==> config.mk <==
export PLATFORM = sky130hd
export DESIGN_NAME = spi_sample_scheduler
export DESIGN_NICKNAME = d
export VERILOG_FILES = /design/src/rtl/spi_sched_pkg.sv /design/src/rtl/sched_tick_counter.sv /design/src/rtl/spi_sample_scheduler.sv
export SDC_FILE = /design/constraint.sdc
export NUM_CORES = 1
export LEC_CHECK = 0
export CAP_MARGIN = 10
export CORE_MARGIN = 4
export CORE_UTILIZATION = 55
export CTS_BUF_LIST = sky130_fd_sc_hd__clkbuf_16
export DETAILED_ROUTE_END_ITERATION = 12
export DONT_BUFFER_PORTS = 1
export GPL_TIMING_DRIVEN = 0
export PLACE_DENSITY = 0.72
export RECOVER_POWER = 50
export SLEW_MARGIN = 10
export SYNTH_ARGS = -nofsm -noshare
export SYNTH_HDL_FRONTEND = slang
export SYNTH_SLANG_ARGS = --single-unit
==> constraint.sdc <==
create_clock -name clk -period 2.75 [get_ports clk]
set_input_delay 0.55 -clock clk [delete_from_list [all_inputs] [get_ports clk]]
set_output_delay 0.55 -clock clk [all_outputs]
set_load 0.05 [all_outputs]
==> src/rtl/spi_sched_pkg.sv <==
// rtl/spi_sched_pkg.sv - shared state encoding and config address map for the SPI sample scheduler
package spi_sched_pkg;

    typedef enum logic [1:0] {
        IDLE = 2'd0,
        REQ  = 2'd1,
        WAIT = 2'd2,
        OUT  = 2'd3
    } sched_state_t;

    localparam logic [1:0] ADDR_PERIOD = 2'd0;
    localparam logic [1:0] ADDR_EN     = 2'd1;
    localparam logic [1:0] ADDR_CMD    = 2'd2;
    localparam logic [1:0] ADDR_CLR    = 2'd3;

    localparam int OVR_W = 16;

endpackage

==> src/rtl/sched_tick_counter.sv <==
// rtl/sched_tick_counter.sv - reloadable down-counter producing one-cycle sample ticks
module sched_tick_counter #(
    parameter int NBITS = 32
) (
    input  logic             clk,
    input  logic             reset,
    input  logic             en,
    input  logic             load,
    input  logic [NBITS-1:0] load_value,
    input  logic [NBITS-1:0] reload_value,
    output logic             tick
);

    logic [NBITS-1:0] count;

    // A load in the same cycle as a zero count suppresses that tick.
    assign tick = en && !load && (count == '0);

    always_ff @(posedge clk) begin
        if (reset) begin
            count <= '0;
        end else if (load) begin
            count <= load_value;
        end else if (tick) begin
            count <= reload_value;
        end else if (en) begin
            count <= count - 1'b1;
        end
    end

endmodule

==> src/rtl/spi_sample_scheduler.sv <==
// rtl/spi_sample_scheduler.sv - periodic SPI sampling sequencer; SPI_SCHED_TIMEOUT_EN adds a response timeout
module spi_sample_scheduler
    import spi_sched_pkg::*;
#(
    parameter int NBITS = 32,
    parameter int DBITS = 16
`ifdef SPI_SCHED_TIMEOUT_EN
    ,
    parameter int TIMEOUT = 1024
`endif
) (
    input  logic             clk,
    input  logic             reset,
    input  logic             cfg_val,
    output logic             cfg_rdy,
    input  logic [1:0]       cfg_addr,
    input  logic [NBITS-1:0] cfg_data,
    output logic             spi_req_val,
    input  logic             spi_req_rdy,
    output logic [DBITS-1:0] spi_req_msg,
    input  logic             spi_resp_val,
    output logic             spi_resp_rdy,
    input  logic [DBITS-1:0] spi_resp_msg,
    output logic             smp_val,
    input  logic             smp_rdy,
    output logic [DBITS-1:0] smp_msg,
`ifdef SPI_SCHED_TIMEOUT_EN
    output logic             timeout_flag,
`endif
    output logic [OVR_W-1:0] overrun_count,
    output logic             busy
);

    logic [NBITS-1:0] period;
    logic             enable;
    logic [DBITS-1:0] cmd;
    logic             tick;
    logic             cfg_wr;
    logic             clr;
    logic             drop;
    logic             cnt_load;
    logic [NBITS-1:0] cnt_load_value;
    sched_state_t     state;
`ifdef SPI_SCHED_TIMEOUT_EN
    logic [31:0]      wait_cnt;
`endif

    assign cfg_rdy  = 1'b1;
    assign cfg_wr   = cfg_val && cfg_rdy;
    assign clr      = cfg_wr && (cfg_addr == ADDR_CLR);
    assign cnt_load = cfg_wr && ((cfg_addr == ADDR_PERIOD) ||
                                 ((cfg_addr == ADDR_EN) && cfg_data[0]));
    assign cnt_load_value = (cfg_addr == ADDR_PERIOD) ? cfg_data : period;
    // No bypass: a tick in the cycle OUT hands off still counts as dropped.
    assign drop = tick && (state != IDLE);

    sched_tick_counter #(.NBITS(NBITS)) u_tick (
        .clk          (clk),
        .reset        (reset),
        .en           (enable),
        .load         (cnt_load),
        .load_value   (cnt_load_value),
        .reload_value (period),
        .tick         (tick)
    );

    always_ff @(posedge clk) begin
        if (reset) begin
            period <= '0;
            enable <= 1'b0;
            cmd    <= '0;
        end else if (cfg_wr) begin
            case (cfg_addr)
                ADDR_PERIOD: period <= cfg_data;
                ADDR_EN:     enable <= cfg_data[0];
                ADDR_CMD:    cmd    <= cfg_data[DBITS-1:0];
                default:     ;
            endcase
        end
    end

    always_ff @(posedge clk) begin
        if (reset) begin
            overrun_count <= '0;
        end else if (clr) begin
            overrun_count <= drop ? OVR_W'(1) : '0;
        end else if (drop && (overrun_count != '1)) begin
            overrun_count <= overrun_count + 1'b1;
        end
    end

    always_ff @(posedge clk) begin
        if (reset) begin
            state        <= IDLE;
            spi_req_val  <= 1'b0;
            spi_req_msg  <= '0;
            spi_resp_rdy <= 1'b0;
            smp_val      <= 1'b0;
            smp_msg      <= '0;
            busy         <= 1'b0;
`ifdef SPI_SCHED_TIMEOUT_EN
            wait_cnt     <= '0;
            timeout_flag <= 1'b0;
`endif
        end else begin
`ifdef SPI_SCHED_TIMEOUT_EN
            if (clr) timeout_flag <= 1'b0;
`endif
            case (state)
                IDLE: if (tick) begin
                    state       <= REQ;
                    spi_req_val <= 1'b1;
                    spi_req_msg <= cmd;
                    busy        <= 1'b1;
                end
                REQ: if (spi_req_rdy) begin
                    state        <= WAIT;
                    spi_req_val  <= 1'b0;
                    spi_resp_rdy <= 1'b1;
`ifdef SPI_SCHED_TIMEOUT_EN
                    wait_cnt     <= '0;
`endif
                end
                WAIT: begin
                    if (spi_resp_val) begin
                        state        <= OUT;
                        spi_resp_rdy <= 1'b0;
                        smp_val      <= 1'b1;
                        smp_msg      <= spi_resp_msg;
                    end
`ifdef SPI_SCHED_TIMEOUT_EN
                    else if (wait_cnt == 32'(TIMEOUT - 1)) begin
                        state        <= IDLE;
                        spi_resp_rdy <= 1'b0;
                        busy         <= 1'b0;
                        timeout_flag <= 1'b1;
                    end else begin
                        wait_cnt <= wait_cnt + 1'b1;
                    end
`endif
                end
                OUT: if (smp_rdy) begin
                    state   <= IDLE;
                    smp_val <= 1'b0;
                    busy    <= 1'b0;
                end
                default: state <= IDLE;
            endcase
        end
    end

endmodule

# --- Word-level counts from Yosys, hierarchy flattened ---
# Cells that the tools add are included.
word_totals:
  register_bits: 135
  input_bits: 56
  output_inout_bits: 53
  wordCells: 75
classes:
  add_sub_neg: 2
  eq_ne: 11
  n_mux: 22
  reduce_logical: 28
ops:
  columns: ["operator", "n"]
  rows:
  - ["32-bit two-way mux", 4]
  - ["32-bit zero test", 1]
  - ["16-bit two-way mux", 2]
  - ["32-bit by 1-bit subtractor with 32-bit output (second input constant)", 1]
  - ["16-bit by 1-bit adder with 16-bit output (second input constant)", 1]
  - ["16-bit inequality test (second input constant)", 1]
  - ["3-bit AND reduction", 4]
  - ["2-bit nonzero test", 6]
  - ["2-bit == test (second input constant)", 4]
  - ["2-bit two-way mux", 4]
  - ["2-bit inequality test (second input constant)", 4]
  - ["1-bit one-hot mux with 2 select lines", 4]
  - ["2-bit one-hot mux with 4 select lines", 1]
  - ["2-bit AND reduction", 4]
  - ["1-bit logical AND", 7]
  - ["1-bit two-way mux", 7]
  - ["2-bit by 1-bit == test with 1-bit output (second input constant)", 2]
  - ["2-bit zero test", 2]
  - ["4-bit AND reduction", 1]
  - ["3-bit nonzero test", 1]
  - ["1-bit zero test", 1]
  - ["1-bit logical OR", 1]

# --- Depth between registers and ports, before layout ---
# Gate-level depths: netlist of the first run.
logic_depth:
  word_depth: 11
  depth_mapped: 9
  depth_no_buf: 7

# --- Hierarchy ---
# A second synthesis of the first run with hierarchy kept.
hier_totals:
  hier_cells: 869
  hier_area_um2: 6840.3
by_module_without_submodules:
  columns: ["mod", "instances", "cells_each", "area_each_um2", "seq_area_each_um2"]
  rows:
  - ["spi_sample_scheduler", 1, 551, 4459.3, 2062.0]
  - ["sched_tick_counter", 1, 318, 2381.0, 640.6]

# --- Worst setup path before layout of the first run ---
# OpenSTA, ideal clock, no wires.
synth_timing:
  path_type: "reg2reg"
  start: "register u_tick.count[27]"
  end: "register overrun_count[6]"
  setup_ps: 70
  arrival_ps: 2572
  required_ps: 2680
  slack_ps: 109
  path_stages_with_launch: 8
  path_buffers: 2
  synth_period_minus_slack_ps: 2641
  path_cell_list: "dfxtp_1 or4_4 or3_1 buf_6 or4_4 buf_6 or4_1 a21oi_1"
synth_between:
  elab_chain_cells: 5
synth_lines:
  columns: ["element", "line", "text"]
  rows:
  - ["start, declared", "sched_tick_counter.sv:14", "logic [NBITS-1:0] count;"]
  - ["start signal, assigned", "sched_tick_counter.sv:23", "count <= load_value;"]
  - ["start signal, assigned", "sched_tick_counter.sv:25", "count <= reload_value;"]
  - ["start signal, assigned", "sched_tick_counter.sv:27", "count <= count - 1'b1;"]
  - ["32-bit zero test", "sched_tick_counter.sv:17", "assign tick = en && !load && (count == '0);"]
  - ["1-bit logical AND", "sched_tick_counter.sv:17", null]
  - ["1-bit logical AND", "spi_sample_scheduler.sv:55", "assign drop = tick && (state != IDLE);"]
  - ["1-bit logical AND", "spi_sample_scheduler.sv:87", "end else if (drop && (overrun_count != '1)) begin"]
  - ["2-bit nonzero test (no source line)", null, null]
  - ["end signal, assigned", "spi_sample_scheduler.sv:86", "overrun_count <= drop ? OVR_W'(1) : '0;"]
  - ["end signal, assigned", "spi_sample_scheduler.sv:88", "overrun_count <= overrun_count + 1'b1;"]
  - ["end, declared", "spi_sample_scheduler.sv:30", "output logic [OVR_W-1:0] overrun_count,"]
# No other way between the ends.
# A chain may end at the register's enable or synchronous reset.

# --- Worst setup path in the final report of the first run ---
# Same ends and word-level chain as after synthesis.

==> results of run 1 <==
report_power, final:
part           switching (W)  internal [W]
Sequential          0.000145       0.00203
Combinational       0.000785      0.000418
Clock               0.000928       0.00143
Total                0.00186       0.00388
worst max-delay path, cell delays in order, from the launching register on:
cell	delay (ns)
dfxtp_2	0.35
or4_4	0.55
or3_1	0.33
buf_6	0.15
or4_4	0.45
buf_12	0.17
or4_4	0.49
a21oi_2	0.12
cell families (layout without fill, tap and decap cells):
kind of cell,Yosys count,after routing
buffers and inverters,77,114
DFF,135,135
and+or+nand+nor,412,412
xor gates and xnor gates,19,19
AOI/OAI and AO/OA,237,237
adders and majority gates,6,6
other,1,1
muxes,18,18
cell usage in the layout, fill, tap and decap left out, types with 4 or more instances in the layout:
master,instances
nand2_1,232
dfxtp_1,133
a21oi_1,117
clkbuf_1,50
nand3_1,35
o21ai_0,32
nor2_1,28
a31oi_1,21
mux2i_1,17
clkbuf_16,17
nand4_1,15
xnor2_1,15
inv_1,14
nand2b_1,13
nor4_1,13
and3_1,12
o211ai_1,12
nor3_1,11
or4_1,8
o31ai_1,8
buf_4,8
nor4_2,7
o22ai_1,7
or3_1,6
ha_1,6
nor4_4,5
a211oi_1,5
clkinv_4,5
or4_4,4
or2_2,4
o31a_1,4
xor2_1,4
cells in the mapped netlist, drive strengths merged, types with 3 or more instances:
| cell type | count | area share |
|---|---|---|
| o22ai | 7 | 0.0065 |
| nor2 | 28 | 0.016 |
| nand3 | 36 | 0.027 |
| buf | 7 | 0.0070 |
| o31ai | 9 | 0.010 |
| nor3 | 14 | 0.010 |
| nor4 | 25 | 0.024 |
| xor2 | 4 | 0.0052 |
| or4 | 12 | 0.014 |
| a21oi | 119 | 0.088 |
| o21ai | 34 | 0.025 |
| clkbuf | 56 | 0.031 |
| and3 | 12 | 0.011 |
| o221ai | 3 | 0.0039 |
| or3 | 7 | 0.0065 |
| o32ai | 3 | 0.0039 |
| o31a | 4 | 0.0052 |
| a31oi | 21 | 0.019 |
| nand4 | 15 | 0.014 |
| nand2 | 233 | 0.13 |
| nand2b | 13 | 0.012 |
| ha | 6 | 0.011 |
| a211oi | 5 | 0.0056 |
| mux2i | 17 | 0.025 |
| inv | 13 | 0.0072 |
| or2 | 4 | 0.0037 |
| xnor2 | 15 | 0.019 |
| dfxtp | 135 | 0.40 |
| o211ai | 12 | 0.013 |
state kept, by name (all words and copies together), names as in the netlist, 2 cells and up:
signal	cells
cmd	16
u_tick.count	32
smp_msg	16
overrun_count	16
spi_req_msg	16
state	2
period	32
metal layers:
layer  GRT usage  vias up  wire length, um
met4       0.117        0              682
met2       0.519      397            10700
met5           0        -                0
met1       0.424     3348             9390
li1            -     3276                -
met3      0.0926       60             2610
worst max path at each step:
stage | depth (start not counted) | start | endpoint | slack (ns)
2_1_floorplan | 7 | u_tick.count[27] | overrun_count[6] | 0.11
3_3_place_gp | 6 | u_tick.count[7] | overrun_count[2] | -0.50
3_5_place_dp | 6 | u_tick.count[7] | overrun_count[2] | -0.49
4_1_cts | 7 | u_tick.count[27] | overrun_count[6] | -0.07
5_1_grt | 7 | u_tick.count[27] | u_tick.count[3] | 0.004
6_report | 7 | u_tick.count[27] | overrun_count[6] | 0.06
per-stage QoR:
| step | power (W) | util |
|---|---|---|
| after detailed placement | 0.00325 | 0.578 |
| final | 0.00573 | 0.649 |
| after global placement | 0.00324 | 0.578 |
| after global routing | 0.00593 | 0.649 |
| after CTS | 0.00563 | 0.639 |
| after floorplan | 0.00295 | - |
timing repair:
action,CTS,global route
gates resized for setup,23,18
endpoints found under the setup margin,59,53
gates cloned,0,0
endpoints found under the hold margin,0,0
pin swaps,3,3
setup buffers,5,2
area by class of cell:
type | count | area share
Multi-Input combinational cell | 693 | 0.503
Clock buffer | 17 | 0.0546
Timing Repair Buffer | 7 | 0.00675
Sequential cell | 135 | 0.347
Buffer | 61 | 0.0353
Clock inverter | 15 | 0.0228
Inverter | 14 | 0.00675
Tap cell | 147 | 0.0236
==> run_results.csv, run 1 <==
group,metric,value,unit
timing,fmax,372,MHz
critical_path,critPathCaptureType,"register",
placement,dpl-instance-area,6940,um^2
layout,final.fill_count,1090,
clock_network,clockRootBuffer,"clkbuf_16",
layout,ff_latch_area,2710,um^2
timing,relSlewSlack,0.360,
placement,placed_cells,1052,
min_path,hp-start,"cfg_data[8]",
layout,final_nets,991,
timing,period_share,0.978,
grt,grt_start_max_net_pins,17,
synthesis,syn-instance-count,905,
synthesis,ys.flop_type,"dfxtp_1",
grt,antenna_found_initial,0,
timing,worst_pin_slew,0.954,ns
critical_path,crit_required,3.10,ns
grt,grt_util_all_layers,0.326,
timing,fin_ws,0.0597,ns
synthesis,synth_cell_types,63,
min_path,hold-path-endpoint,"period[8]",
route,vias_per_cell,6.50,
critical_path,cp.arrival,3.05,ns
layout,fin_cells,1089,
synthesis,synth_top_family_by_area,"simple AND/OR/NAND/NOR gates",
min_path,hold_class,"input port to register",
clock_network,cts.htree.levels,4,
clock_network,path_clk_slew,0.06,ns
synthesis,ys_seq_area_frac,0.400,
critical_path,r2r_start,"u_tick.count[27]",
synthesis,synthAdderAreaFrac,0.0111,
critical_path,path_max_fanout,10,
placement,post-dp-hpwl,16.7,mm
synthesis,synth-simple-area-share,0.283,
synthesis,synth_compound_area_frac,0.208,
floorplanning,core-area,12000,um^2
layout,fin_area,7790,um^2
layout,drive_gt1_frac,0.0892,
timing,final.setup_skew,0.00818,ns
timing,fin_setup_tns,0,ns
placement,pre_cts_slack,-0.489,ns
placement,io_buffers,0,
route,dr.pass1.iters,6,
route,ant_nets,0,
placement,place_congestion,0.993,
synthesis,synth_edf_count,0,
critical_path,r2r-end,"overrun_count[6]",
synthesis,postSynthAreaPerCell,7.47,um^2
critical_path,crit_type,"register to register",
status,outcome,"complete, no violations",
critical_path,rr_worst_depth,7,
timing,min_period,2.69,ns
timing,hold-worst-slack,0.253,ns
clock_network,clkLatencyLatePin,0.42,ns
timing,hold_viol,0,
layout,multi_input_area,3920,um^2
power,leakage,2.66,nW
route,wl_per_cell,21.5,um
floorplanning,rows,40,
floorplanning,initial_core_util,0.563,
synthesis,synth-xor-area-share,0.0246,
synthesis,synthMuxAreaShare,0.0268,
grt,grt_pass1_wl,36.4,mm
clock_network,cts_made_buffers,17,
route,drtIter0Drc,954,
timing,rsz0062_at_grt,"no",
synthesis,syn_nets,967,
synthesis,synth_area,6760,um^2
synthesis,yosys_warnings,0,
power,irDropWorstVdd,519,uV
clock_network,cts_sinks,135,
route,vias,7081,
synthesis,ys_seq_elements,135,
clock_network,holdBufCountCts,0,
floorplanning,die_area,14100,um^2
power,p_per_area,736,nW/um^2
timing,setup_viol,0,
clock_network,cts_tree,"built",
min_path,whs_path_depth,2,
route,drt-total-wl,23.4,mm
grt,overflow,0,
grt,first_global_vias,6653,
critical_path,crit_path_start_kind,"register",
route,route.detailed.drc,0,
floorplanning,die_h,119,um
floorplanning,die_width,119,um
synthesis,async_reset_ff_frac,0,
layout,insertedDiodeCount,0,
job,max-cap-violations,0,
layout,syn2layout_area_growth,15.2,%
timing,slew_violations,0,
clock_network,clockBufferDepth,2,
critical_path,r2r_setup_slack,0.06,ns
floorplanning,ios,109,
Power figures use the tool's default switching activity.
==> run 2, diff against run 1 <==
--- a/config.mk
+++ b/config.mk
@@ -12,9 +12,9 @@
 export DETAILED_ROUTE_END_ITERATION = 12
 export DONT_BUFFER_PORTS = 1
 export GPL_TIMING_DRIVEN = 0
-export PLACE_DENSITY = 0.72
+export PLACE_DENSITY = 0.73
 export RECOVER_POWER = 50
-export SLEW_MARGIN = 10
+export SLEW_MARGIN = 20
 export SYNTH_ARGS = -nofsm -noshare
 export SYNTH_HDL_FRONTEND = slang
 export SYNTH_SLANG_ARGS = --single-unit
==> run 2 against run 1 <==
The flow now finishes with violations (negative setup slack). Fmax down 3.8%. Clock skew about the same. Die area unchanged. First-iteration DRC count up 12%.
==> run_results.csv, run 2 (synthesis results as in run 1) <==
group,metric,value,unit
critical_path,critPathCaptureType,"register",
placement,dpl-instance-area,6940,um^2
timing,fin_setup_tns,-0.0713,ns
timing,period_share,1.02,
route,vias,7136,
floorplanning,die_width,119,um
route,route.detailed.drc,0,
grt,met3_usage,0.0964,
floorplanning,die_h,119,um
clock_network,clockRootBuffer,"clkbuf_16",
layout,final_nets,1000,
layout,final.fill_count,1062,
timing,relSlewSlack,0.358,
route,vias_per_cell,6.50,
placement,post-dp-hpwl,16.6,mm
critical_path,rr_worst_depth,9,
critical_path,endpoint,"u_tick.count[1]",
critical_path,crit_path_start_kind,"register",
status,outcome,"complete, but fails checks",
timing,rsz0062_at_grt,"yes",
layout,drive_gt1_frac,0.0946,
clock_network,cts.htree.levels,4,
power,leakage,2.69,nW
critical_path,r2r_start,"u_tick.count[24]",
power,p_per_area,719,nW/um^2
timing,worst_pin_slew,0.957,ns
critical_path,crit_required,3.09,ns
status,violations,"negative setup slack",
grt,antenna_found_initial,0,
clock_network,cts_sinks,135,
critical_path,r2r_setup_slack,-0.05,ns
floorplanning,core-area,12000,um^2
grt,grt_use_met2,0.507,
clock_network,cts_made_buffers,17,
timing,fmax,357,MHz
clock_network,cts_tree,"built",
placement,place_congestion,0.986,
floorplanning,rows,40,
job,max-cap-violations,0,
placement,io_buffers,0,
power,power.total,0.00562,W
layout,syn2layout_area_growth,15.6,%
power,irDropWorstVdd,484,uV
clock_network,holdBufCountCts,0,
timing,slew_violations,0,
clock_network,clkLatencyLatePin,0.43,ns
critical_path,crit_type,"register to register",
clock_network,path_clk_slew,0.06,ns
timing,final.setup_skew,0.00775,ns
floorplanning,initial_core_util,0.563,
layout,largest_registers,"period: 32 flops, u_tick.count: 32 flops",
critical_path,cp.arrival,3.14,ns
route,drtIter0Drc,1070,
critical_path,cp-startpoint,"u_tick.count[24]",
floorplanning,ios,109,
floorplanning,die_area,14100,um^2
timing,hold-worst-slack,0.250,ns
grt,grt_start_max_net_pins,17,
grt,top_usage_layer,"met2",
grt,grt_util_all_layers,0.326,
timing,setup_viol,3,
layout,fin_area,7810,um^2
grt,overflow,0,
grt,gr-usage-met1,0.427,
layout,final_cell_mix,"nand2_1 (232), dfxtp_1 (132), a21oi_1 (118)",
layout,insertedDiodeCount,0,
grt,grt_pass1_wl,36.2,mm
route,dr.pass1.iters,6,
critical_path,r2r-end,"u_tick.count[1]",
timing,fin_ws,-0.0473,ns
route,ant_nets,0,
critical_path,path_max_fanout,7,
layout,final_core_util,0.650,
grt,first_global_vias,6657,
layout,layout_commonest_cell,"nand2_1",
min_path,hold_class,"input port to register",
timing,hold_viol,0,
timing,min_period,2.80,ns
route,wl_per_cell,21.6,um
route,drt-total-wl,23.7,mm
clock_network,clockBufferDepth,2,
[run 2: changes by cell type in the layout (fill, tap and decap cells not counted), sizes merged]
cell / previous run / this run
inv: 16 / 17
clkinv: 9 / 10
bufinv: 3 / 1
buf: 13 / 21
bufbuf: 0 / 1
[run 2: how the worst min path moves through the flow]
stage                    start          to  slack, ns  depth (start not counted)
3_3_place_gp           cmd[13]     cmd[13]       0.44                          2
5_1_grt            cfg_data[5]   period[5]       0.24                          2
4_1_cts        spi_resp_msg[0]  smp_msg[0]       0.25                          2
3_5_place_dp            cmd[3]      cmd[3]       0.45                          2
2_1_floorplan           cmd[0]      cmd[0]       0.44                          2
6_report           cfg_data[7]   period[7]       0.25                          2
[run 2: what timing repair did]
action,4_1_cts,5_1_grt
cloned,1,0
buffers inserted,8,6
hold endpoints to repair,0,0
resized for setup,24,12
pin swaps,4,2
endpoints found under the setup margin,60,32
[run 2: through the flow]
step	setup WS, ns	cells
5_1_grt	-0.0965	1098
6_report	-0.0473	1098
2_1_floorplan	0.109	905
3_5_place_dp	-0.544	1052
3_3_place_gp	-0.460	1052
4_1_cts	0.000442	1093
[run 2: final cells by class]
type	count	area [um^2]	area share
well taps	147	184	0.0235
clock buffers	17	425	0.0545
plain buffers	62	272	0.0348
inverters	14	52.6	0.00673
multi-input cells	693	3900	0.500
flip-flops and latches	135	2710	0.347
repair buffers	15	138	0.0176
clock inverters	15	130	0.0167
[run 2: where the power goes]
| part | internal [W] | total [W] | switching [W] | leakage, nW |
|---|---|---|---|---|
| Clock | 0.00124 | 0.00218 | 0.000935 | 0.277 |
| Sequential | 0.00203 | 0.00217 | 0.000145 | 1.09 |
| Combinational | 0.000463 | 0.00126 | 0.000799 | 1.32 |
| Total | 0.00374 | 0.00562 | 0.00188 | 2.69 |
[run 2: critical path: stages (launching register included)]
cell,delay (ns)
dfxtp_4,0.36
or3_1,0.36
buf_4,0.16
or3_1,0.37
buf_6,0.14
or4_4,0.46
bufbuf_16,0.29
buf_4,0.15
and2_0,0.16
o32ai_1,0.25
[run 2: layer usage]
layer,wire length [um],up-vias
met5,0,-
met4,745,0
met3,2590,68
met2,10800,397
met1,9590,3379
li1,-,3292
